**src/rtl/instr_issue_unit.sv**
```systemverilog
// instr_issue_unit: fetch/issue stage. Owns the PC and the IF/ID register,
// runs the instruction-memory handshake, inserts load-use stall bubbles,
// flushes on taken branches and stops fetching on HALT.
// Optional build macro: ISSUE_PERF_CNT_EN adds saturating counters
// cnt_issued and cnt_bubbles.
module instr_issue_unit #(
    parameter int ADDR_W  = 10,
    parameter int INSTR_W = 32,
    parameter int RST_PC  = 0
) (
    input  logic               clk,
    input  logic               reset_n,
    output logic               imem_req,
    output logic [ADDR_W-1:0]  imem_addr,
    input  logic               imem_ready,
    input  logic [INSTR_W-1:0] imem_rdata,
    input  logic               branch_taken,
    input  logic [ADDR_W-1:0]  branch_target,
    input  logic               ex_memread,
    input  logic [4:0]         ex_rd,
    output logic               id_valid,
    output logic [4:0]         id_opcode,
    output logic [4:0]         id_rd,
    output logic [4:0]         id_rs,
    output logic [4:0]         id_rt,
    output logic [11:0]        id_imm,
    output logic [ADDR_W-1:0]  id_pc,
    output logic               stall,
    output logic               halted
`ifdef ISSUE_PERF_CNT_EN
    ,
    output logic [31:0]        cnt_issued,
    output logic [31:0]        cnt_bubbles
`endif
);

    typedef enum logic {S_FETCH = 1'b0, S_HALT = 1'b1} state_t;

    localparam logic [4:0] OP_ADD  = 5'b00001;
    localparam logic [4:0] OP_XOR  = 5'b00101;
    localparam logic [4:0] OP_CMP  = 5'b01011;
    localparam logic [4:0] OP_MOV  = 5'b10010;
    localparam logic [4:0] OP_BEQ  = 5'b01100;
    localparam logic [4:0] OP_SW   = 5'b01111;
    localparam logic [4:0] OP_HALT = 5'b11111;

    state_t               state_q, state_d;
    logic [ADDR_W-1:0]    pc_q, pc_d;
    logic [INSTR_W-1:0]   instr_q, instr_d;
    logic [ADDR_W-1:0]    id_pc_q, id_pc_d;
    logic                 id_valid_q, id_valid_d;

    logic [4:0]           opcode_raw;
    logic                 rt_used;
    logic                 hz;

    assign opcode_raw = instr_q[31:27];
    assign id_rd      = instr_q[26:22];
    assign id_rs      = instr_q[21:17];
    assign id_rt      = instr_q[16:12];
    assign id_imm     = instr_q[11:0];
    assign id_pc      = id_pc_q;
    assign id_valid   = id_valid_q;
    assign imem_addr  = pc_q;
    assign halted     = (state_q == S_HALT);

    // Load-use hazard detection and combinational issue outputs
    always_comb begin
        rt_used   = opcode_raw inside {OP_ADD, OP_XOR, OP_CMP, OP_MOV, OP_BEQ, OP_SW};
        hz        = ex_memread && id_valid_q && (ex_rd != 5'd0) &&
                    ((ex_rd == id_rs) || ((ex_rd == id_rt) && rt_used));
        // A taken branch flushes ID, so the hazard against it is moot.
        stall     = hz && !branch_taken && (state_q == S_FETCH);
        // reset_n gating keeps the request low while reset is held.
        imem_req  = reset_n && (state_q == S_FETCH) && !stall;
        id_opcode = (id_valid_q && !stall) ? opcode_raw : 5'b00000;
    end

    // Next-state: branch flush > stall hold > HALT > capture > bubble
    always_comb begin
        state_d    = state_q;
        pc_d       = pc_q;
        instr_d    = instr_q;
        id_pc_d    = id_pc_q;
        id_valid_d = id_valid_q;
        if (state_q == S_FETCH) begin
            if (branch_taken) begin
                pc_d       = branch_target;
                id_valid_d = 1'b0;
            end else if (!stall) begin
                if (id_valid_q && (opcode_raw == OP_HALT)) begin
                    state_d    = S_HALT;
                    id_valid_d = 1'b0;
                end else if (imem_ready) begin
                    instr_d    = imem_rdata;
                    id_pc_d    = pc_q;
                    pc_d       = pc_q + ADDR_W'(1);
                    id_valid_d = 1'b1;
                end else begin
                    id_valid_d = 1'b0;
                end
            end
        end
    end

    // State, PC and IF/ID registers; reset abandons any in-flight fetch
    always_ff @(posedge clk or negedge reset_n) begin
        if (!reset_n) begin
            state_q    <= S_FETCH;
            pc_q       <= ADDR_W'(RST_PC);
            instr_q    <= '0;
            id_pc_q    <= '0;
            id_valid_q <= 1'b0;
        end else begin
            state_q    <= state_d;
            pc_q       <= pc_d;
            instr_q    <= instr_d;
            id_pc_q    <= id_pc_d;
            id_valid_q <= id_valid_d;
        end
    end

`ifdef ISSUE_PERF_CNT_EN
    logic [31:0] cnt_issued_q, cnt_issued_d;
    logic [31:0] cnt_bubbles_q, cnt_bubbles_d;

    // Saturating performance counters
    always_comb begin
        cnt_issued_d  = cnt_issued_q;
        cnt_bubbles_d = cnt_bubbles_q;
        if (id_valid_q && !stall && (opcode_raw != OP_HALT) && (cnt_issued_q != '1))
            cnt_issued_d = cnt_issued_q + 32'd1;
        if ((id_opcode == 5'b00000) && (state_q == S_FETCH) && (cnt_bubbles_q != '1))
            cnt_bubbles_d = cnt_bubbles_q + 32'd1;
    end

    // Counter registers
    always_ff @(posedge clk or negedge reset_n) begin
        if (!reset_n) begin
            cnt_issued_q  <= '0;
            cnt_bubbles_q <= '0;
        end else begin
            cnt_issued_q  <= cnt_issued_d;
            cnt_bubbles_q <= cnt_bubbles_d;
        end
    end

    assign cnt_issued  = cnt_issued_q;
    assign cnt_bubbles = cnt_bubbles_q;
`endif

endmodule

```
**config.mk**
```make
export PLATFORM = sky130hd
export DESIGN_NAME = instr_issue_unit
export DESIGN_NICKNAME = d
export VERILOG_FILES = /design/src/rtl/instr_issue_unit.sv
export SDC_FILE = /design/constraint.sdc
export NUM_CORES = 1
export LEC_CHECK = 0
export ABC_AREA = 1
export BUFFER_PORTS_ARGS = -buffer_cell sky130_fd_sc_hd__buf_2
export CAP_MARGIN = 20
export CORE_MARGIN = 1.5
export CORE_UTILIZATION = 23
export DETAILED_ROUTE_END_ITERATION = 8
export GPL_TIMING_DRIVEN = 1
export REMOVE_ABC_BUFFERS = 1
export SLEW_MARGIN = 10
export SYNTH_ARGS = -nofsm -noshare
export SYNTH_HDL_FRONTEND = slang
export SYNTH_SLANG_ARGS = --single-unit
```
**constraint.sdc**
```tcl
create_clock -name clk -period 2.3 [get_ports clk]
set_clock_uncertainty 0.2 [all_clocks]
set_input_delay 0.115 -clock clk [delete_from_list [all_inputs] [get_ports clk]]
set_output_delay 0.115 -clock clk [all_outputs]
set_load 0.01 [all_outputs]
```
* Word level (Yosys, flattened, before mapping)
Cells that the tools add are included.
** Word-level totals
- Memories :: 0
- Bits in latches :: 0
- Output and inout port bits :: 56
- Flip-flop bits (word level) :: 54
- Bits in writable memories :: 0
- Input bits :: 52
- ROM bits :: 0
** Operators by class
- Eq/ne operators :: 11
- $mul :: 0
- Bitwise gates (word level) :: 4
- Reduce and logical (&&, ||, !) cells :: 19
- Mux-type cells :: 13
- Magnitude comparators :: 0
- Div/mod/pow operators :: 0
- Add/sub/neg operators :: 1
- Shift-type cells :: 0
** Operators by type and width (number)
- 10-bit 2-to-1 mux :: 4
- 5-bit by 4-bit equality test with 1-bit output (second input constant) :: 3
- 10-bit by 1-bit adder with 10-bit output (second input constant) :: 1
- 5-bit equality test :: 2
- 5-bit equality test (second input constant) :: 2
- 1-bit logical AND :: 10
- 1-bit 2-to-1 mux :: 8
- 6-bit nonzero test :: 1
- 5-bit by 1-bit equality test with 1-bit output (second input constant) :: 1
- 5-bit by 3-bit equality test with 1-bit output (second input constant) :: 1
- 5-bit 2-to-1 mux :: 1
- 5-bit AND reduction :: 1
- 5-bit nonzero test :: 1
- 2-bit inequality test (second input constant) :: 2
- 1-bit inverter :: 4
- 4-bit AND reduction :: 1
- 1-bit zero test :: 2
- 2-bit AND reduction :: 1
- 2-bit nonzero test :: 1
- 1-bit logical OR :: 1

* Longest topological paths before layout
- Depth after elaboration :: 10
- Gate-level depth with buffers :: 13
- Mapped depth without buffers :: 12

* Worst setup path before layout
OpenSTA, ideal clock, no wires.
- Path kind :: reg2reg
- Start :: register id_valid_q, in the netlist id_valid
- End :: register id_pc_q[3], in the netlist id_pc[3]
- Arrival :: 1.369 ns
- Setup slack :: 0.612 ns
- Clock period less this slack :: 1.688 ns
- Stages on the path, launching flop included :: 10
- Buffers on the path :: 1
- Required time :: 1.981 ns
- Cell sequence :: dfrtp_1 -> nand2_1 -> nor2_1 -> nand3_2 -> nand2_1 -> nor3_4 -> nand2_4 -> buf_6 -> nand2_1 -> o21ai_2
** On the way
- Longest elaborated chain between the ends :: 7
** RTL lines
- start, declared :: RTL line 51 : logic id_valid_q, id_valid_d;
- start signal, assigned :: RTL line 119 : id_valid_q <= id_valid_d;
- 1-bit logical AND (3 in a row) :: RTL line 70 : hz = ex_memread && id_valid_q && (ex_rd != 5'd0) &&
- 1-bit logical AND (2 in a row) :: RTL line 73 : stall = hz && !branch_taken && (state_q == S_FETCH);
- 1-bit inverter (no line)
- 5-bit AND reduction (no line) *
- end signal, assigned :: RTL line 118 : id_pc_q <= id_pc_d;
- end, declared :: RTL line 50 : logic [ADDR_W-1:0] id_pc_q, id_pc_d;
Every way passes the cells marked *; elsewhere a longest branch is shown, timed or not.
A chain may end at the register's enable or synchronous reset.

* Final worst setup path
- Start :: register instr_q[27]
- End :: output port id_opcode[2]
** On the way
- Longest elaborated chain between the ends :: 10
** RTL lines
- start, declared :: RTL line 49 : logic [INSTR_W-1:0] instr_q, instr_d;
- start signal, assigned :: RTL line 117 : instr_q <= instr_d;
- 5-bit by 1-bit equality test with 1-bit output (tied with other cells) :: RTL line 69 : rt_used = opcode_raw inside {OP_ADD, OP_XOR, OP_CMP, OP_MOV, OP_BEQ, OP_SW};
- 6-bit nonzero test * :: RTL line 69
- 1-bit logical AND * :: RTL line 71 : ((ex_rd == id_rs) || ((ex_rd == id_rt) && rt_used));
- 1-bit logical OR * :: RTL line 71
- 1-bit logical AND * :: RTL line 70
- 1-bit logical AND * (2 in a row) :: RTL line 73
- 1-bit zero test *
- 1-bit logical AND * :: RTL line 76 : id_opcode = (id_valid_q && !stall) ? opcode_raw : 5'b00000;
- 5-bit 2-to-1 mux * :: RTL line 76
- end, declared :: RTL line 22 : output logic [4:0] id_opcode,
Marked as above.

==> Implementation_results.wiki <==
{| class="wikitable"
! Metric !! Value
|-
| Share of total power in combinational logic || 0.085
|-
| Finished Layout Cells || 681
|-
| Total Routed Length || between 8000 and 9000 µm
|-
| Antenna cells || 0
|-
| Area of the die || 13930 µm²
|-
| Switching power share of the total || 0.2192
|-
| Clock slew at the register clock pins of the worst setup and hold paths || about 70 ps
|-
| Data required time of the worst path || between 1500 and 2000 ps
|-
| Worst-Margin Slew || approximately 490 ps
|-
| Area of the core || 12770 µm²
|-
| Run status || finished clean
|-
| Die Y || 118.0 µm
|-
| Worst-path fanout max || 15
|-
| Cell variety after synth || 25
|-
| Worst Setup End Kind || output pin
|-
| Power per cell area || ~460 nW/µm²
|-
| Nets || approximately 560
|-
| Crit start category || flop
|-
| Routability-driven placement congestion ratio || 0.8596
|-
| Design Area, Final || approximately 4000 µm²
|-
| Post-synthesis async set-or-reset flop share || 1.000
|-
| Worst slew margin relative to its limit || 0.6750
|-
| Syn Std Cell Area || ~3000 µm²
|-
| Gate count of the mapped netlist || 396
|-
| Post-synth EDFFs || 0
|-
| Number of antenna violations at the first check in global routing || 0
|-
| Clock Power Share || 0.398
|-
| Half-perimeter wire length after placement || around 6200 µm
|-
| Period Utilization, post-route || 0.8992
|-
| Sequential share of power || 0.517
|-
| Clock Root Buffer || clkbuf_16
|-
| Internal cell power || ~1.4 mW
|-
| Final worst hold slack || about 5.7 ps
|-
| Vias in the first global route || around 3000
|-
| Initial core utilization || 0.2383
|-
| Mean routed wirelength per cell || 12.91 µm
|-
| Dpl cells || ~640
|-
| Total net switching power || just over 0.4 mW
|-
| Worst setup slack after placement || between 200 and 300 ps
|-
| Mean number of vias per cell || between 4 and 5
|-
| Cts bufs inserted || 5
|-
| Later-pin clock latency in the skew report || slightly below 300 ps
|-
| Highest ir drop seen on vdd || 227.7 µV
|-
| Number of maximum-capacitance violations || 0
|-
| Grt total ovfl || 0
|-
| Total via count in the routed design || just under 3000
|-
| Synth warnings || 0
|-
| Setup repair after global routing missed its margin || false
|-
| Overall global routing resource usage || 0.1286
|-
| Pre-Repair DR Iteration Count || 4
|-
| Proportion of layout cells with a drive suffix above 1 || 0.2574
|-
| PortBufs || 107
|-
| Worst setup path class || flop to output pin
|-
| # IOs || between 100 and 150
|-
| Detailed-route DRC error count || 0
|-
| CTS tree || done
|-
| Synthesized area per cell || ~7.7 µm²
|-
| Post-detailed-placement cell area || ~3500 µm²
|-
| Post-CTS setup-driven buffer insertion count || 0
|-
| Largest net degree at the start of global routing || 38
|-
| Pins Over Slew Limit || 0
|-
| Fill cells || ~1400
|-
| Seq/Total Area, Yosys || 0.4439
|-
| Min cycle time layout || about 2100 ps
|-
| Cell row count || between 40 and 50
|-
| Clk sinks || between 50 and 60
|-
| Leakage Power || 2.258 nW
|-
| Remaining antenna violation count after routing || 0
|-
| Hold crit path type || primary input to flop
|-
| Worst path setup slack after routing || ~230 ps
|-
| Number of H-tree levels || 2
|-
| Initial detailed-routing violation count || approximately 150
|-
| Flops & latches, synth || between 50 and 60
|-
| First-pass GRT wire length || about 14000 µm
|-
| Final hold violation count || 0
|-
| Main flop type after synthesis || dfrtp_1
|-
| Area grow syn2layout || 32.18%
|-
| Final-report setup violation count || 0
|-
| Footprint of the multi-input gates || about 1300 µm²
|-
| Die span in x || between 100 and 150 µm
|-
| Area used by sequential logic in the layout || roughly 1400 µm²
|-
| Clock Path Buffers || 2
|-
| Critical path arrival || between 1500 and 2000 ps
|-
| Upper clock frequency limit || 0.4835 GHz
|}
-- path summary, 6_finish.rpt --
kind	startpoint	slack [ps]	depth (start not counted)	endpoint
min in group asynchronous	reset_n	110	2	instr_q[5]$_DFFE_PN0P_
max	instr_q[27]$_DFFE_PN0P_	230	12	id_opcode[2]
min reg2reg	instr_q[5]$_DFFE_PN0P_	270	2	instr_q[5]$_DFFE_PN0P_
max in group asynchronous	reset_n	940	3	instr_q[30]$_DFFE_PN0P_
max reg2reg	instr_q[18]$_DFFE_PN0P_	280	9	id_pc[3]$_DFFE_PN0P_
min	branch_taken	6	4	halted$_DFF_PN0_
-- what timing repair did --
item / CTS / global route
endpoints found under the hold margin: 53 / 0
gates resized for setup: 0 / 0
hold buffers: 37 / 0
-- power by group through the flow --
stage / logic [mW] / registers (mW) / clock network [mW]
3_5_place_dp: 0.109 / 0.967 / 0
2_1_floorplan: 0.0250 / 0.968 / 0
6_report: 0.156 / 0.949 / 0.731
3_3_place_gp: 0.108 / 0.967 / 0
5_1_grt: 0.175 / 0.948 / 0.793
4_1_cts: 0.158 / 0.949 / 0.757
-- synthesized netlist by cell type, types with 2 or more instances --
cell	count	area, µm²
nand3_1	44	220.2
xnor2_1	6	52.55
a31oi_1	2	12.51
buf_6	6	67.56
inv_1	26	97.59
nand2_4	2	22.52
clkbuf_1	2	7.510
dfrtp_1	54	1351
nand2_1	156	585.6
nand4_1	16	100.1
o21ai_0	8	40.04
nor2_1	20	75.07
a21oi_1	3	15.01
buf_4	31	232.7
buf_2	4	20.02
o21ai_2	7	61.31
-- sequential cells by signal (all words and copies together), names as in the netlist --
| signal | cells |
|---|---|
| instr_q | 32 |
| id_pc | 10 |
| imem_addr | 10 |
| halted | 1 |
| id_valid | 1 |
-- routing by layer --
| metal | track usage | up-vias | wire [µm] |
|---|---|---|---|
| li1 | - | 1452 | - |
| met1 | 0.1600 | 1360 | 3907 |
| met2 | 0.2295 | 100 | 4349 |
| met3 | 0.02422 | 7 | 461 |
| met4 | 0.02896 | 0 | 75 |
| met5 | 0 | - | 0 |
-- cell usage in the layout, fill, tap and decap left out, drive strengths merged, types with 2 or more instances in the layout --
cell | netlist | routed
xnor2 | 6 | 6
a31oi | 2 | 2
nand3 | 46 | 46
dfrtp | 54 | 54
nand4 | 16 | 16
dlygate4sd3 | 0 | 37
buf | 42 | 113
nand2 | 158 | 158
inv | 27 | 27
clkbuf | 2 | 7
o21ai | 15 | 15
a21oi | 3 | 3
nor2 | 20 | 20
-- final cells by class --
class                      instances  area share
timing repair buffer             150      0.2394
multi-input combinational        270      0.3122
clock buffer                       7     0.03296
inverter                          28     0.02612
tap                              172     0.05348
sequential                        54      0.3358
-- metrics by stage --
stage,total power [mW],util,setup TNS (ps)
6_report,1.836,0.3150,0
5_1_grt,1.916,0.3150,0
4_1_cts,1.864,0.3150,0
3_5_place_dp,1.077,0.2756,0
3_3_place_gp,1.075,0.2756,0
2_1_floorplan,0.9927,-,-2606
-- logic make-up after synthesis --
group | count (synthesis) | synth area share
adders and majority gates | 1 | 0.004109
xor gates and xnor gates | 7 | 0.02014
DFF | 54 | 0.4439
AOI/OAI and AO/OA | 20 | 0.04233
and+or+nand+nor | 242 | 0.3461
buffers and inverters | 72 | 0.1434
-- worst max-delay path: stages, from the launching register on --
cell	delay [ps]
dfrtp_1	400
inv_1	80
nand2_1	70
nand2_1	70
nor2_1	40
nor2_1	80
nand2_1	50
nand2_1	50
nand2_1	80
nand2_4	170
nand2_1	130
nor2_1	100
buf_2	140
(Power assumes the default switching activity.)
